$ cat config.mk
export PLATFORM = sky130hd
export DESIGN_NAME = acc_decimator_fifo
export DESIGN_NICKNAME = d
export VERILOG_FILES = /design/src/rtl/acc_pkg.sv /design/src/rtl/sync_fifo_fwft.sv /design/src/rtl/acc_decimator_fifo.sv
export SDC_FILE = /design/constraint.sdc
export NUM_CORES = 1
export LEC_CHECK = 0
export ABC_AREA = 1
export CORE_ASPECT_RATIO = 1.4
export CORE_MARGIN = 2
export CORE_UTILIZATION = 64
export CTS_BUF_LIST = sky130_fd_sc_hd__clkbuf_8
export DETAILED_ROUTE_END_ITERATION = 7
export GPL_TIMING_DRIVEN = 1
export PLACE_DENSITY = 0.95
export SLEW_MARGIN = 10
export SYNTH_ARGS = -nofsm -noshare
export SYNTH_HDL_FRONTEND = slang
export SYNTH_SLANG_ARGS = --single-unit
$ cat constraint.sdc
create_clock -name clk -period 4.5 [get_ports clk]
set_input_delay 0.9 -clock clk [delete_from_list [all_inputs] [get_ports clk]]
set_output_delay 0.9 -clock clk [all_outputs]
set_load 0.01 [all_outputs]
$ cat src/rtl/acc_pkg.sv
// rtl/acc_pkg.sv - shared widths and tagged-sample type for the accumulator datapath
//
// Purpose: common constants for the accumulator stage and its consumers, plus
//          the {seq, data} sample record that travels through the decimator FIFO.
// Contents:
//   ACC_W         accumulator sum width
//   SEQ_W         sample sequence-number width
//   acc_sample_t  packed {seq, data}; seq occupies the upper bits
//   make_sample   builds an acc_sample_t from its fields
package acc_pkg;

  localparam int ACC_W = 8;
  localparam int SEQ_W = 4;

  typedef struct packed {
    logic [SEQ_W-1:0] seq;
    logic [ACC_W-1:0] data;
  } acc_sample_t;

  function automatic acc_sample_t make_sample(input logic [SEQ_W-1:0] s,
                                              input logic [ACC_W-1:0] d);
    acc_sample_t r_s;
    r_s.seq  = s;
    r_s.data = d;
    return r_s;
  endfunction

endpackage

$ cat src/rtl/sync_fifo_fwft.sv
// rtl/sync_fifo_fwft.sv - synchronous first-word-fall-through FIFO
//
// Purpose: small register-array FIFO whose head entry is always presented on
//          rd_data while not empty; rd_en acknowledges (consumes) that head.
// Ports:
//   clk      in   rising-edge clock
//   rst_n    in   asynchronous active-low reset; clears pointers and storage
//   wr_en    in   write request; accepted when not full, or when full and a
//                 read is accepted in the same cycle
//   wr_data  in   W-bit write data
//   rd_en    in   consume the head entry (ignored when empty)
//   rd_data  out  W-bit head entry
//   empty    out  no entries stored
//   full     out  DEPTH entries stored
//   level    out  occupancy, 0..DEPTH
module sync_fifo_fwft #(
  parameter int W     = 12,
  parameter int DEPTH = 4
) (
  input  logic                       clk,
  input  logic                       rst_n,
  input  logic                       wr_en,
  input  logic [W-1:0]               wr_data,
  input  logic                       rd_en,
  output logic [W-1:0]               rd_data,
  output logic                       empty,
  output logic                       full,
  output logic [$clog2(DEPTH):0]     level
);

  localparam int AW = $clog2(DEPTH);

  logic [W-1:0] r_mem [DEPTH];
  // Counters carry one extra bit so full and empty differ when pointers match.
  logic [AW:0]  r_wr_cnt;
  logic [AW:0]  r_rd_cnt;

  logic [AW:0]  w_level;
  logic         w_rd_ok;
  logic         w_wr_ok;

  assign w_level = r_wr_cnt - r_rd_cnt;
  assign level   = w_level;
  assign empty   = (w_level == '0);
  assign full    = (w_level == (AW+1)'(DEPTH));
  assign rd_data = r_mem[r_rd_cnt[AW-1:0]];

  assign w_rd_ok = rd_en & ~empty;
  // When full, the write slot equals the head slot being consumed this edge,
  // so the new entry lands behind everything still queued.
  assign w_wr_ok = wr_en & (~full | w_rd_ok);

  always_ff @(posedge clk or negedge rst_n) begin
    if (!rst_n) begin
      r_wr_cnt <= '0;
      r_rd_cnt <= '0;
      for (int i = 0; i < DEPTH; i++) begin
        r_mem[i] <= '0;
      end
    end else begin
      if (w_wr_ok) begin
        r_mem[r_wr_cnt[AW-1:0]] <= wr_data;
        r_wr_cnt                <= r_wr_cnt + 1'b1;
      end
      if (w_rd_ok) begin
        r_rd_cnt <= r_rd_cnt + 1'b1;
      end
    end
  end

endmodule

$ cat src/rtl/acc_decimator_fifo.sv
// rtl/acc_decimator_fifo.sv - decimating sampler of the accumulator sum with tagged FWFT output queue
//
// Purpose: samples acc_in once every PERIOD enabled cycles, tags each sample
//          with a wrapping sequence number and queues it for a valid/ready
//          consumer. Samples arriving while the queue is full (and not being
//          drained) are dropped; the sequence number still advances so the gap
//          is visible downstream, and a sticky overflow flag is raised.
// Ports:
//   clk      in   rising-edge clock
//   rst_n    in   asynchronous active-low reset
//   en       in   advance the decimation phase counter
//   acc_in   in   WIDTH-bit accumulator sum, captured on the strobe edge
//   m_data   out  {seq[3:0], sample[WIDTH-1:0]} at the queue head
//   m_valid  out  queue not empty
//   m_ready  in   consumer accepts m_data when m_valid & m_ready
//   level    out  queue occupancy
//   overflow out  sticky drop flag
//   clr_ovf  in   synchronous clear of overflow (a same-cycle drop wins)
module acc_decimator_fifo
  import acc_pkg::*;
#(
  parameter int WIDTH  = ACC_W,
  parameter int PERIOD = 4,
  parameter int DEPTH  = 4
) (
  input  logic                       clk,
  input  logic                       rst_n,
  input  logic                       en,
  input  logic [WIDTH-1:0]           acc_in,
  output logic [WIDTH+SEQ_W-1:0]     m_data,
  output logic                       m_valid,
  input  logic                       m_ready,
  output logic [$clog2(DEPTH):0]     level,
  output logic                       overflow,
  input  logic                       clr_ovf
);

  // A one-bit phase register still works for PERIOD=1: it stays at 0, which
  // equals PHASE_LAST, so every enabled cycle strobes.
  localparam int              PW         = (PERIOD > 1) ? $clog2(PERIOD) : 1;
  localparam logic [PW-1:0]   PHASE_LAST = PW'(PERIOD - 1);

  logic [PW-1:0]              r_phase;
  logic [SEQ_W-1:0]           r_seq;
  logic                       r_overflow;

  logic                       w_strobe;
  logic                       w_pop;
  logic                       w_full;
  logic                       w_empty;
  logic                       w_push_ok;
  logic                       w_drop;
  logic [WIDTH+SEQ_W-1:0]     w_push_data;

  assign w_strobe    = en & (r_phase == PHASE_LAST);
  assign w_push_data = {r_seq, acc_in};

  // m_valid comes straight from stored occupancy, never from m_ready.
  assign m_valid   = ~w_empty;
  assign w_pop     = m_valid & m_ready;
  assign w_push_ok = w_strobe & (~w_full | w_pop);
  assign w_drop    = w_strobe & w_full & ~w_pop;
  assign overflow  = r_overflow;

  always_ff @(posedge clk or negedge rst_n) begin
    if (!rst_n) begin
      r_phase <= '0;
    end else if (en) begin
      r_phase <= (r_phase == PHASE_LAST) ? '0 : r_phase + PW'(1);
    end
  end

  // seq advances on every strobe, accepted or dropped.
  always_ff @(posedge clk or negedge rst_n) begin
    if (!rst_n) begin
      r_seq <= '0;
    end else if (w_strobe) begin
      r_seq <= r_seq + 1'b1;
    end
  end

  always_ff @(posedge clk or negedge rst_n) begin
    if (!rst_n) begin
      r_overflow <= 1'b0;
    end else if (w_drop) begin
      r_overflow <= 1'b1;
    end else if (clr_ovf) begin
      r_overflow <= 1'b0;
    end
  end

  sync_fifo_fwft #(
    .W     (WIDTH + SEQ_W),
    .DEPTH (DEPTH)
  ) u_fifo (
    .clk     (clk),
    .rst_n   (rst_n),
    .wr_en   (w_push_ok),
    .wr_data (w_push_data),
    .rd_en   (w_pop),
    .rd_data (m_data),
    .empty   (w_empty),
    .full    (w_full),
    .level   (level)
  );

endmodule

==> qor.yml <==
yosys:
  synth_nets: 387
  syn_area_sq_um: 3110
  ys_ff_latch: 61
  synth_flop_cell: "dfrtp_1"
  synthArstFlopShare_pct: 100
  synth_top_area_share_pct: 49.0
  synthCells: 365
  synth_enable_flop_cells: 0
  ys_seq_area_share_pct: 49.0
  postSynthAreaPerCell_sq_um: 8.53
  yosysUniqueCellTypes: 24
  synth_area_leaders: "dfrtp_1 (49%), nand2_1 (15%), nand4_1 (9.8%)"
  synth_area_leader_cell: "dfrtp_1"
  ys_warn_count: 0
critical_path:
  worstReg2RegEnd: "u_fifo.r_mem[23]"
  r2r-start: "u_fifo.r_rd_cnt[0]"
  cp.required_ns: 3.60
  endpoint_kind: "output port"
  cp_cell_sequence: "ha_1, fa_1, nand2_1, nand3b_1, clkdlybuf4s50_1"
  critPathArrivalTime_ns: 2.48
  rr_worst_depth: 11
  r2r_setup_slack_ns: 1.78
  cp_num_buf_inv: 1
  critical_path_class: "flip-flop to output port"
  max_stage_delay_ns: 0.53
  start_kind: "flip-flop"
  critical-path-top-delay-family: "adder cells"
  path_max_fanout: 11
  crit_slowest_cell: "fa_1"
cts:
  cts.sinks: 61
  cts_tree: "done"
  root_buffer: "clkbuf_8"
  clock_latency_ns: 0.34
  clk_pin_slew_ns: 0.07
  cts_max_level: 3
  clock_path_buffers: 2
  post_cts_resized: 0
  cts_setup_buffers: 0
  hold_buffers: 0
  numCtsBuffers: 9
grt:
  grtUsageMet3_pct: 7.40
  antenna_found_initial: 0
  use_met2_pct: 49.8
  grt_pass1_wl_um: 12300
  met1_usage_pct: 36.1
  overflow: 0
  busiest_layer: "met2"
  grt_pass1_vias: 2645
  grt_util_all_layers_pct: 30.0
  grt_max_degree: 51
timing:
  period_minus_slack_ns: 3.38
  slew_viol_final: 0
  tightestPinTransition_ns: 0.797
  maxSlewHeadroom_pct: 46.8
  hold_viol: 0
  final.setup.tns_ns: 0
  setup_viol: 0
  max_freq_mhz: 296
  post-route-period-util_pct: 75.0
  rsz0062_at_grt: "no"
  fin_skew_ns: 0.00857
finish:
  nets: 405
  final_common_cell: "nand2_1"
  layout-drive-gt1-share_pct: 6.20
  syn_to_final_growth_pct: 12.9
  multiInputGateArea_sq_um: 1360
  fillers: 345
  diodes: 0
  regArea_sq_um: 1530
  fin_cells: 451
  final_cell_mix: "nand2_1 (123), dfrtp_1 (61), nand4_1 (49), clkdlybuf4s50_1 (28), nor2_1 (26)"
detailed_routing:
  dr.pass1.iters: 5
  drc: 0
  wl_per_cell_um: 17.0
  postRouteWirelength_um: 7650
  vias: 2786
  drtIter0Drc: 281
  vias_per_cell: 6.18
  antenna_left: 0
die:
  die_h_um: 86.5
  die_w_um: 63.0
  start_util_pct: 65.3
  fp.dieArea_sq_um: 5450
  placementRows: 30
  ioPinCount: 30
  core_sq_um: 4770
power_and_ir_drop:
  p_leak_nw: 1.77
  vdd_ir_drop_max_mv: 0.498
  power.total_mw: 2.77
  power.density_nw_per_um2: 787
worst_hold_path:
  hp-class: "flip-flop to flip-flop"
  min-delay-start: "u_fifo.r_mem[15]"
  worstHoldPathCells: 2
  min_to: "u_fifo.r_mem[15]"
status:
  status: "finished, final reports clean"
placed_design:
  dp.cells: 436
  place.gp.congestion: 0.822
  dpl.hpwl_um: 4700
  port_buffers: 29
run:
  maxCapViolCount: 0
kinds of logic after synthesis:
kind of cell               count (synthesis)  share of synthesized area [%]
and+or+nand+nor                          214                           31.5
DFF                                       61                           49.0
AOI/OAI and AO/OA                         39                           6.87
buffers and inverters                     37                           7.27
adders and majority gates                  9                           3.86
xor gates and xnor gates                   4                           1.13
muxes                                      1                          0.362
flip-flops by register name (all words and copies together) (netlist names):
| name | cells |
|---|---|
| u_fifo.r_mem | 48 |
| r_phase | 2 |
| u_fifo.r_rd_cnt | 3 |
| r_seq | 4 |
| u_fifo.r_wr_cnt | 3 |
| overflow | 1 |
per-stage QoR:
step | area, sq um | hold slack [ns] | setup slack [ns] | utilization, %
after floorplan | 3110 | 0.437 | 2.14 | -
after global placement | 3320 | 0.449 | 1.58 | 69.7
after detailed placement | 3320 | 0.453 | 1.50 | 69.7
after CTS | 3520 | 0.468 | 1.14 | 73.8
after global routing | 3520 | 0.490 | 1.02 | 73.8
final | 3520 | 0.466 | 1.12 | 73.8
synth_stat cells (2+ instances only):
master / n
buf_6: 8
nand2_1: 123
xnor2_1: 2
xor2_1: 2
nand4_1: 49
buf_2: 4
ha_1: 8
nor2_1: 26
o21ai_0: 25
buf_4: 6
buf_1: 2
nand2_2: 2
o22ai_1: 13
dfrtp_1: 61
inv_1: 10
nand3_1: 10
nand3_4: 2
clkbuf_1: 6
worst register-to-register path: stages, from the launching register on:
cell	delay (ns)
dfrtp_1	0.49
ha_1	0.27
fa_1	0.42
inv_1	0.09
nand2_1	0.07
nand2_1	0.07
nand2_1	0.05
nand3_2	0.18
buf_4	0.47
nand3_4	0.28
nand2_1	0.15
nand2_1	0.07
final cells by class:
type                       instances  share of cell area, %
sequential                        61                   43.4
multi-input combinational        267                   38.7
timing repair buffer              33                   8.96
clock buffer                      11                   4.30
tap                               64                   2.28
clock inverter                     4                   1.17
inverter                          11                   1.17
per-layer routing:
| metal | share of wire [%] | wire length, um | vias to the layer above |
|---|---|---|---|
| met5 | 0 | 0 | - |
| met4 | 3.1 | 240 | 0 |
| met1 | 39 | 2980 | 1349 |
| li1 | - | - | 1282 |
| met3 | 7.0 | 538 | 26 |
| met2 | 51 | 3890 | 129 |
worst max-delay path by stage:
| stage | start | to | cells after the start |
|---|---|---|---|
| 2_1_floorplan | u_fifo.r_rd_cnt[0] | m_valid | 4 |
| 3_3_place_gp | en | u_fifo.r_mem[12] | 7 |
| 3_5_place_dp | en | u_fifo.r_mem[23] | 7 |
| 4_1_cts | u_fifo.r_rd_cnt[0] | m_valid | 5 |
| 5_1_grt | u_fifo.r_rd_cnt[0] | m_valid | 5 |
| 6_report | u_fifo.r_rd_cnt[0] | m_valid | 5 |
power breakdown:
group	leakage [nW]	switching (mW)	internal (mW)
Clock	0.109	0.204	0.277
Combinational	0.871	0.767	0.551
Sequential	0.785	0.193	0.777
Note: power is estimated with default switching activity, not from simulation.
